### src/rtl/ws_sa_pkg.sv
// Shared types and default widths for the weight-stationary systolic array PEs.
package ws_sa_pkg;
  localparam int DATA_W_DEF = 8;
  localparam int ACC_W_DEF  = 32;

  typedef enum logic {
    MODE_WS = 1'b0,
    MODE_OS = 1'b1
  } pe_mode_e;

  typedef enum logic [1:0] {
    IDLE    = 2'd0,
    ACC     = 2'd1,
    RESOLVE = 2'd2
  } pe_state_e;
endpackage

### src/rtl/csa_3to2.sv
// Bitwise 3:2 carry-save compressor; the carry out of the top bit is dropped (mod 2^WIDTH).
module csa_3to2 #(
  parameter int WIDTH = 32
) (
  input  logic [WIDTH-1:0] i_x,
  input  logic [WIDTH-1:0] i_y,
  input  logic [WIDTH-1:0] i_z,
  output logic [WIDTH-1:0] o_s,
  output logic [WIDTH-1:0] o_c
);
  logic [WIDTH-2:0] w_maj;

  assign o_s   = i_x ^ i_y ^ i_z;
  assign w_maj = (i_x[WIDTH-2:0] & i_y[WIDTH-2:0]) |
                 (i_x[WIDTH-2:0] & i_z[WIDTH-2:0]) |
                 (i_y[WIDTH-2:0] & i_z[WIDTH-2:0]);
  assign o_c   = {w_maj, 1'b0};
endmodule

### src/rtl/ws_csa_pe.sv
// Systolic PE: stationary weight, carry-save psum. MODE_WS adds into the north psum,
// MODE_OS accumulates locally and resolves through a single CPA on drain.
import ws_sa_pkg::*;

module ws_csa_pe #(
  parameter int DATA_W = DATA_W_DEF,
  parameter int ACC_W  = ACC_W_DEF
) (
  input  logic              i_clk,
  input  logic              i_rst,
  input  logic              i_mode,
  input  logic              i_w_load,
  input  logic [DATA_W-1:0] i_w_in,
  input  logic              i_a_valid,
  output logic              o_a_ready,
  input  logic [DATA_W-1:0] i_a_in,
  input  logic [ACC_W-1:0]  i_ps_s_in,
  input  logic [ACC_W-1:0]  i_ps_c_in,
  output logic [DATA_W-1:0] o_a_out,
  output logic              o_a_out_vld,
  output logic [ACC_W-1:0]  o_ps_s_out,
  output logic [ACC_W-1:0]  o_ps_c_out,
  input  logic              i_drain,
  output logic [ACC_W-1:0]  o_res_data,
  output logic              o_res_valid
);
  pe_state_e r_state, w_state_nxt;
  pe_mode_e  r_mode, w_mode;

  logic [DATA_W-1:0] r_weight, r_a_out;
  logic              r_a_out_vld, r_res_valid;
  logic [ACC_W-1:0]  r_acc_s, r_acc_c, r_ps_s_out, r_ps_c_out, r_res_data;

  logic                       w_ready, w_accept, w_acc_en, w_ps_csa, w_resolve;
  logic signed [2*DATA_W-1:0] w_prod;
  logic [ACC_W-1:0]           w_prod_ext, w_csa_x, w_csa_z, w_csa_s, w_csa_c;

  // Mode is only honoured in IDLE; once accumulating, the latched mode rules.
  assign w_mode   = (r_state == IDLE) ? pe_mode_e'(i_mode) : r_mode;
  assign w_ready  = (r_state != RESOLVE);
  assign w_accept = i_a_valid && w_ready;

  assign w_prod     = $signed(i_a_in) * $signed(r_weight);
  assign w_prod_ext = {{(ACC_W-2*DATA_W){w_prod[2*DATA_W-1]}}, w_prod};

  csa_3to2 #(.WIDTH(ACC_W)) u_csa (
    .i_x (w_csa_x),
    .i_y (w_prod_ext),
    .i_z (w_csa_z),
    .o_s (w_csa_s),
    .o_c (w_csa_c)
  );

  always_ff @(posedge i_clk) begin
    if (i_rst) r_state <= IDLE;
    else       r_state <= w_state_nxt;
  end

  always_comb begin
    w_state_nxt = r_state;
    case (r_state)
      IDLE: begin
        if (w_mode == MODE_OS) begin
          if (i_drain)       w_state_nxt = RESOLVE;
          else if (w_accept) w_state_nxt = ACC;
        end
      end
      ACC:     if (i_drain) w_state_nxt = RESOLVE;
      RESOLVE: w_state_nxt = IDLE;
      default: w_state_nxt = IDLE;
    endcase
  end

  always_comb begin
    w_csa_x   = i_ps_s_in;
    w_csa_z   = i_ps_c_in;
    w_acc_en  = 1'b0;
    w_ps_csa  = 1'b0;
    w_resolve = 1'b0;
    case (r_state)
      IDLE: begin
        if (w_mode == MODE_OS) begin
          w_csa_x  = '0;
          w_csa_z  = '0;
          w_acc_en = w_accept;
        end else begin
          w_ps_csa = w_accept;
        end
      end
      ACC: begin
        w_csa_x  = r_acc_s;
        w_csa_z  = r_acc_c;
        w_acc_en = w_accept;
      end
      RESOLVE: w_resolve = 1'b1;
      default: ;
    endcase
  end

  always_ff @(posedge i_clk) begin
    if (i_rst) begin
      r_mode      <= MODE_WS;
      r_weight    <= '0;
      r_a_out     <= '0;
      r_a_out_vld <= 1'b0;
      r_ps_s_out  <= '0;
      r_ps_c_out  <= '0;
      r_acc_s     <= '0;
      r_acc_c     <= '0;
      r_res_data  <= '0;
      r_res_valid <= 1'b0;
    end else begin
      if (r_state == IDLE) r_mode <= pe_mode_e'(i_mode);
      if (i_w_load)        r_weight <= i_w_in;
      if (w_accept)        r_a_out <= i_a_in;
      r_a_out_vld <= w_accept;
      if (w_ps_csa) begin
        r_ps_s_out <= w_csa_s;
        r_ps_c_out <= w_csa_c;
      end else begin
        r_ps_s_out <= i_ps_s_in;
        r_ps_c_out <= i_ps_c_in;
      end
      r_res_valid <= w_resolve;
      if (w_resolve) begin
        r_res_data <= r_acc_s + r_acc_c;
        r_acc_s    <= '0;
        r_acc_c    <= '0;
      end else if (w_acc_en) begin
        r_acc_s <= w_csa_s;
        r_acc_c <= w_csa_c;
      end
    end
  end

  assign o_a_ready   = w_ready;
  assign o_a_out     = r_a_out;
  assign o_a_out_vld = r_a_out_vld;
  assign o_ps_s_out  = r_ps_s_out;
  assign o_ps_c_out  = r_ps_c_out;
  assign o_res_data  = r_res_data;
  assign o_res_valid = r_res_valid;
endmodule

### config.mk
export PLATFORM = sky130hd
export DESIGN_NAME = ws_csa_pe
export DESIGN_NICKNAME = d
export VERILOG_FILES = /design/src/rtl/ws_sa_pkg.sv /design/src/rtl/csa_3to2.sv /design/src/rtl/ws_csa_pe.sv
export SDC_FILE = /design/constraint.sdc
export NUM_CORES = 1
export LEC_CHECK = 0
export ABC_AREA = 1
export BUFFER_PORTS_ARGS = -buffer_cell sky130_fd_sc_hd__buf_2
export CAP_MARGIN = 10
export CORE_AREA = 2 2 153 155
export CTS_BUF_LIST = sky130_fd_sc_hd__clkbuf_16
export DETAILED_ROUTE_END_ITERATION = 8
export DIE_AREA = 0 0 155 157
export GPL_TIMING_DRIVEN = 0
export PLACE_DENSITY = 0.76
export SETUP_SLACK_MARGIN = 0.3
export SLEW_MARGIN = 20
export SYNTH_ARGS = -nofsm -noshare
export SYNTH_HDL_FRONTEND = slang
export SYNTH_SLANG_ARGS = --single-unit
### constraint.sdc
create_clock -name i_clk -period 9.1 [get_ports i_clk]
set_clock_uncertainty 0.2 [all_clocks]
set_input_delay 1.365 -clock i_clk [delete_from_list [all_inputs] [get_ports i_clk]]
set_output_delay 1.365 -clock i_clk [all_outputs]
set_load 0.01 [all_outputs]
==> results.sh, run 1 <==
export IMPL_outcome="finished clean"
export IMPL_total_power_mw=2.71
export IMPL_area_delta_synth_final_pct=15.2
export IMPL_cp_start_kind="input pin"
export IMPL_layout_nets=2221
export IMPL_finalSetupTns_ps=0
export IMPL_crit_chain="clkbuf_1 > nand2_1 > fa_1 > inv_1 > fa_1 > inv_1 > fa_1 > inv_1 > fa_1 > ha_1 > nand2_1 > inv_1 > a21oi_1 > nand2_1 > nor2_1 > nand2_1 > nand2_2 > fa_1 > o21ai_0 > a21oi_1"
export IMPL_diodes=0
export IMPL_synth_edf_count=0
export IMPL_ys_seq_area_share_pct=29.2
export IMPL_post_cts_buffers=0
export IMPL_peakVddDrop_uv=121
export IMPL_post_synth_xor_area_fraction_pct=0.993
export IMPL_p_int_mw=1.60
export IMPL_grt_overflow_total=0
export IMPL_antenna_found_initial=0
export IMPL_core_area_um2=22500
export IMPL_grt_util_all_layers_pct=33.6
export IMPL_max_cap_viol_count=0
export IMPL_rsz0062_at_grt="false"
export IMPL_num_rows=55
export IMPL_synth_most_common_cell="nand2_1"
export IMPL_end_kind="register"
export IMPL_drive_above_1_share_pct=12.8
export IMPL_cts_sinks=180
export IMPL_cts_hold_buf=0
export IMPL_max_freq_ghz=0.145
export IMPL_synth_compound_area_share_pct=15.1
export IMPL_pwr_share_clk_pct=28.3
export IMPL_synth_main_ff_cell="dfxtp_1"
export IMPL_synth_area_leaders="dfxtp_1 29%, fa_1 14%, nand2_1 12%, inv_1 9.1%, o21ai_0 8.9%"
export IMPL_hold_path_class="register to register"
export IMPL_grt_pass1_vias=12200
export IMPL_comb_power_share_pct=38.3
export IMPL_synth_adder_area_share_pct=20.0
export IMPL_die_h_um=157
export IMPL_start_util_pct=54.9
export IMPL_gp_congestion=1.00
export IMPL_drc_errors=0
export IMPL_drt_total_wl_mm=40.4
export IMPL_port_buffers=183
export IMPL_numCtsBuffers=17
export IMPL_setup_viol=0
export IMPL_dieArea_um2=24300
export IMPL_hpwl_mm=32.4
export IMPL_first_pass_iters=6
export IMPL_cts_max_path_buffers=2
export IMPL_path_class="input pin to register"
export IMPL_period_share_pct=75.5
export IMPL_relSlewSlack_pct=45.6
export IMPL_yosysUniqueCellTypes=34
export IMPL_syn_nets=2019
export IMPL_async_flop_share_pct=0
export IMPL_die_w_um=155
export IMPL_slew_viol_final=0
export IMPL_clkTransAtPathRegs_ps=80
export IMPL_viasPerCell=5.45
export IMPL_h_tree_depth=4
export IMPL_pwr_share_seq_pct=33.4
export IMPL_yosys_area_top_type="dfxtp_1"
export IMPL_drt_iter0_markers=1142
export IMPL_synth_simple_area_share_pct=22.8
export IMPL_period_needed_ps=6870
export IMPL_wl_per_cell_um=17.6
export IMPL_syn_area_um2=12300
export IMPL_switching_share_pct=41.0
export IMPL_antenna_left=0
export IMPL_crit_arrival_ps=7000
export IMPL_cp_max_fo=16
export IMPL_critPathMaxStageDelay_ps=750
export IMPL_cp_slowest_cell="fa_1"
export IMPL_ys_seq_elements=180
export IMPL_leakage_nw=7.64
export IMPL_powerDensity_nw_per_um2=191
export IMPL_finalHoldViolations=0
export IMPL_synthMuxAreaShare_pct=0
export IMPL_vias=12500
export IMPL_cts_tree="yes"
export IMPL_worstSkewPairLatency_ps=450
export IMPL_grt_pass1_wl_mm=63.4
export IMPL_worstPathRequired_ps=9230
export IMPL_synth_top_cells_by_count="394 x nand2_1, 300 x inv_1, 219 x o21ai_0"
export IMPL_clock_root_buffer="clkbuf_16"
export IMPL_p_switching_mw=1.11
export IMPL_syn_avg_cell_area_um2=6.91
export IMPL_grt_max_degree=21
export IMPL_cts_resized=0
export IMPL_timing_critical_path_mode_cell="fa_1"
export IMPL_ios=193
export IMPL_synth_top_family_by_area="simple AND/OR/NAND/NOR gates"
export IMPL_synth_top_area_share_pct=29.2
export IMPL_tightest_slew_ps=815
export IMPL_yosysWarnings=0
export IMPL_syn_inst=1787
area by class of cell:
cell class | instances | area, um^2
Multi-Input combinational cell | 1228 | 7280
Sequential cell | 180 | 3600
Timing Repair Buffer | 183 | 916
Buffer | 74 | 317
Clock buffer | 17 | 425
Fill cell | 2100 | 8280
Clock inverter | 15 | 181
Tap cell | 285 | 357
Inverter | 305 | 1140
registers in the layout (all words and copies together) (netlist names):
signal / cells
o_a_out: 8
o_ps_c_out: 32
r_acc_s: 32
r_state: 2
o_res_data: 32
r_weight: 8
r_acc_c: 31
r_mode: 1
o_ps_s_out: 32
o_a_out_vld: 1
o_res_valid: 1
cell families (layout without fill, tap and decap cells):
kind of cell / Yosys count / count (layout)
compound gates: 361 / 361
xor+xnor: 14 / 14
flops: 180 / 180
fa+ha+maj: 146 / 146
simple gates: 707 / 707
buf+inv: 379 / 594
routing by layer:
metal / GRT usage, % / part of all wire [%]
met5: 0 / 0
met4: 13.1 / 2.9
met3: 6.28 / 9.0
met2: 55.2 / 46
met1: 44.1 / 43
power groups by stage:
| stage | logic, mW | clock network (mW) | registers (mW) |
|---|---|---|---|
| 2_1_floorplan | 0.675 | 0 | 0.936 |
| 3_3_place_gp | 0.983 | 0 | 0.921 |
| 3_5_place_dp | 1.01 | 0 | 0.922 |
| 4_1_cts | 1.02 | 0.765 | 0.905 |
| 5_1_grt | 1.16 | 0.793 | 0.914 |
| 6_report | 1.04 | 0.767 | 0.906 |
path summary, 6_finish.rpt:
path	start	end	slack (ps)	cells after the start
max	i_a_in[7]	o_ps_s_out[16]	2230	20
min	o_res_data[27]	o_res_data[27]	250	2
max reg2reg	r_weight[2]	o_ps_s_out[16]	2730	20
min reg2reg	o_res_data[27]	o_res_data[27]	250	2
cells in the final DEF, fill, tap and decap left out, drive strengths merged:
master    instances
buf             209
clkinv           10
a31oi             2
ha               60
nand2           395
o21a              4
inv             308
o22ai             4
a22o              1
a21oi           116
o21ai           225
clkinvlp          2
nand4             8
nand3            59
xor2              9
xnor2             5
clkbuf           65
fa               86
a32o              2
dfxtp           180
or2               7
nand3b            5
o21bai            7
nor2            221
and2              5
nor3              7
worst max-delay path, delay by kind of cell:
family | cells | cell delay, ps
fa+ha+maj | 6 | 3080
compound gates | 3 | 580
simple gates | 6 | 1340
buf+inv | 5 | 610
through the flow:
step | std cells | hold WS (ps) | worst slack, ps | utilization (%) | area, um^2
2_1_floorplan | 1787 | 245 | 2420 | - | 12300
3_3_place_gp | 2255 | 233 | 1520 | 60.5 | 13600
3_5_place_dp | 2255 | 236 | 1870 | 60.5 | 13600
4_1_cts | 2287 | 252 | 2330 | 63.2 | 14200
5_1_grt | 2287 | 266 | 1930 | 63.2 | 14200
6_report | 2287 | 249 | 2230 | 63.2 | 14200
No activity file was read; power rests on OpenSTA's default activity.
==> run 2: changes to the inputs <==
Settings changed: CORE_AREA 2 2 153 155 to 2 2 156 158, DIE_AREA 0 0 155 157 to 0 0 158 160, PLACE_DENSITY 0.76 to 0.77.
Clock period 9.1 ns to 5.75 ns, I/O delays scaled along.
==> run 2 against run 1 <==
  * Critical path type unchanged
  * Flip-flop and latch count is the same
  * Largest cell class unchanged
  * Die area rose by 3.9%
  * Design area is 2.2% higher
  * Combinational power is 80% higher
==> results.sh, run 2 (synthesis results as in run 1) <==
export IMPL_outcome="finished clean"
export IMPL_cp_slowest_cell="fa_1"
export IMPL_layout_commonest_cell="nand2_1"
export IMPL_end_kind="register"
export IMPL_clkTransAtPathRegs_ps=70
export IMPL_dpl_cell_area_um2=13700
export IMPL_fillers=2260
export IMPL_relSlewSlack_pct=46.5
export IMPL_worstSkewPairLatency_ps=450
export IMPL_num_rows=57
export IMPL_rsz0062_at_grt="true"
export IMPL_p_switching_mw=1.80
export IMPL_peakVddDrop_uv=173
export IMPL_comb_power_share_pct=41.9
export IMPL_critPathTopFamily="adder cells"
export IMPL_p_int_mw=2.66
export IMPL_drive_above_1_share_pct=15.2
export IMPL_ios=193
export IMPL_gp_congestion=0.976
export IMPL_pwr_share_seq_pct=32.1
export IMPL_powerDensity_nw_per_um2=307
export IMPL_leakage_nw=7.74
export IMPL_finalHoldViolations=0
export IMPL_hold_path_class="register to register"
export IMPL_critical_path_buf_inv_count=4
export IMPL_max_cap_viol_count=0
export IMPL_hold_ws_ps=250
export IMPL_pre_cts_slack_ps=-436
export IMPL_h_tree_depth=4
export IMPL_core_area_um2=23800
export IMPL_vias=12700
export IMPL_drt_total_wl_mm=41.2
export IMPL_pwr_share_clk_pct=26.0
export IMPL_cts_max_path_buffers=2
export IMPL_wl_per_cell_um=17.6
export IMPL_setup_ws_ps=365
export IMPL_cts_sinks=180
export IMPL_hpwl_mm=32.3
export IMPL_area_delta_synth_final_pct=17.7
export IMPL_worstPathRequired_ps=5910
export IMPL_grt_util_all_layers_pct=32.7
export IMPL_drt_iter0_markers=1246
export IMPL_period_share_pct=93.7
export IMPL_final_cells=2333
export IMPL_die_h_um=160
export IMPL_cp_start_kind="input pin"
export IMPL_dpl_cell_count=2294
export IMPL_crit_arrival_ps=5550
export IMPL_max_freq_ghz=0.186
export IMPL_cp_max_fo=9
export IMPL_start_util_pct=51.8
export IMPL_first_pass_iters=6
export IMPL_stdcell_area_um2=14500
export IMPL_timing_critical_path_mode_cell="fa_1"
export IMPL_switching_share_pct=40.4
export IMPL_slew_viol_final=0
export IMPL_path_class="input pin to register"
export IMPL_layout_nets=2229
export IMPL_layout_area_seq_um2=3600
export IMPL_crit_chain="clkbuf_4 > or2_2 > fa_1 > fa_1 > inv_1 > fa_1 > inv_1 > fa_1 > inv_1 > ha_4 > nand3_1 > nand2_2 > nand4_1 > nand2_2 > nand2_1 > a21oi_2 > nor2_1 > nand2_1 > nand2_1 > fa_1 > o21ai_1 > a21oi_2"
export IMPL_final_cell_mix="382 x nand2_1, 300 x inv_1, 214 x nor2_1"
export IMPL_drc_errors=0
export IMPL_tightest_slew_ps=803
export IMPL_grt_overflow_total=0
export IMPL_dieArea_um2=25300
export IMPL_clock_root_buffer="clkbuf_16"
export IMPL_viasPerCell=5.44
export IMPL_grt_pass1_wl_mm=63.8
export IMPL_critPathMaxStageDelay_ps=550
export IMPL_setup_viol=0
export IMPL_die_w_um=158
export IMPL_period_needed_ps=5390
export IMPL_cts_tree="yes"
export IMPL_grt_pass1_vias=12300
export IMPL_antenna_found_initial=1
export IMPL_multi_input_area_um2=7500
export IMPL_numCtsBuffers=17
export IMPL_antenna_left=0
export IMPL_port_buffers=183
export IMPL_diodes=0
export IMPL_cts_hold_buf=0
export IMPL_grt_max_degree=17
## run 2: area by class of cell
type,instances,area share (%)
Multi-Input combinational cell,1229,51.6
Sequential cell,180,24.8
Inverter,305,7.89
Timing Repair Buffer,190,6.75
Clock buffer,17,2.93
Tap cell,324,2.79
Buffer,74,2.37
Clock inverter,14,0.878
## run 2: what timing repair did
action	CTS	global route
cloned	1	0
setup buffers	6	1
pin swaps	3	13
endpoints found under the setup margin	65	73
resized for setup	22	50
## run 2: worst min-delay path, delay by kind of cell (launching register included)
kind | cells | cell delay, ps
flip-flops | 1 | 310
AND/OR/NAND/NOR | 2 | 100
## run 2: routing by layer
metal	up-vias	track usage (%)	routed length, um
met4	0	11.0	1400
met2	639	54.6	19400
met3	127	7.11	3790
li1	5982	-	-
met1	5954	42.0	16500
met5	-	0	0
## run 2: path summary, 6_finish.rpt
kind / from / end / slack (ps) / depth (start not counted)
worst min register to register: o_res_data[25] / o_res_data[25] / 250 / 2
worst min-delay path: o_res_data[25] / o_res_data[25] / 250 / 2
worst max register to register: r_weight[2] / o_ps_s_out[17] / 390 / 19
worst max-delay path: i_a_in[0] / o_ps_s_out[14] / 360 / 22
## run 2: through the flow
step           TNS (ps)  utilization (%)  power [mW]
6_report              0             61.0        4.46
5_1_grt               0             61.0        4.71
4_1_cts               0             60.3        4.30
3_5_place_dp     -16530             57.5        3.07
3_3_place_gp     -12910             57.5        3.03
2_1_floorplan         0                -        2.57
## run 2: power groups by stage
| stage | combinational (mW) | sequential (mW) | clock (mW) |
|---|---|---|---|
| after CTS | 1.71 | 1.43 | 1.16 |
| after detailed placement | 1.61 | 1.46 | 0 |
| after floorplan | 1.08 | 1.48 | 0 |
| after global routing | 2.06 | 1.45 | 1.21 |
| after global placement | 1.58 | 1.46 | 0 |
| final | 1.87 | 1.43 | 1.16 |
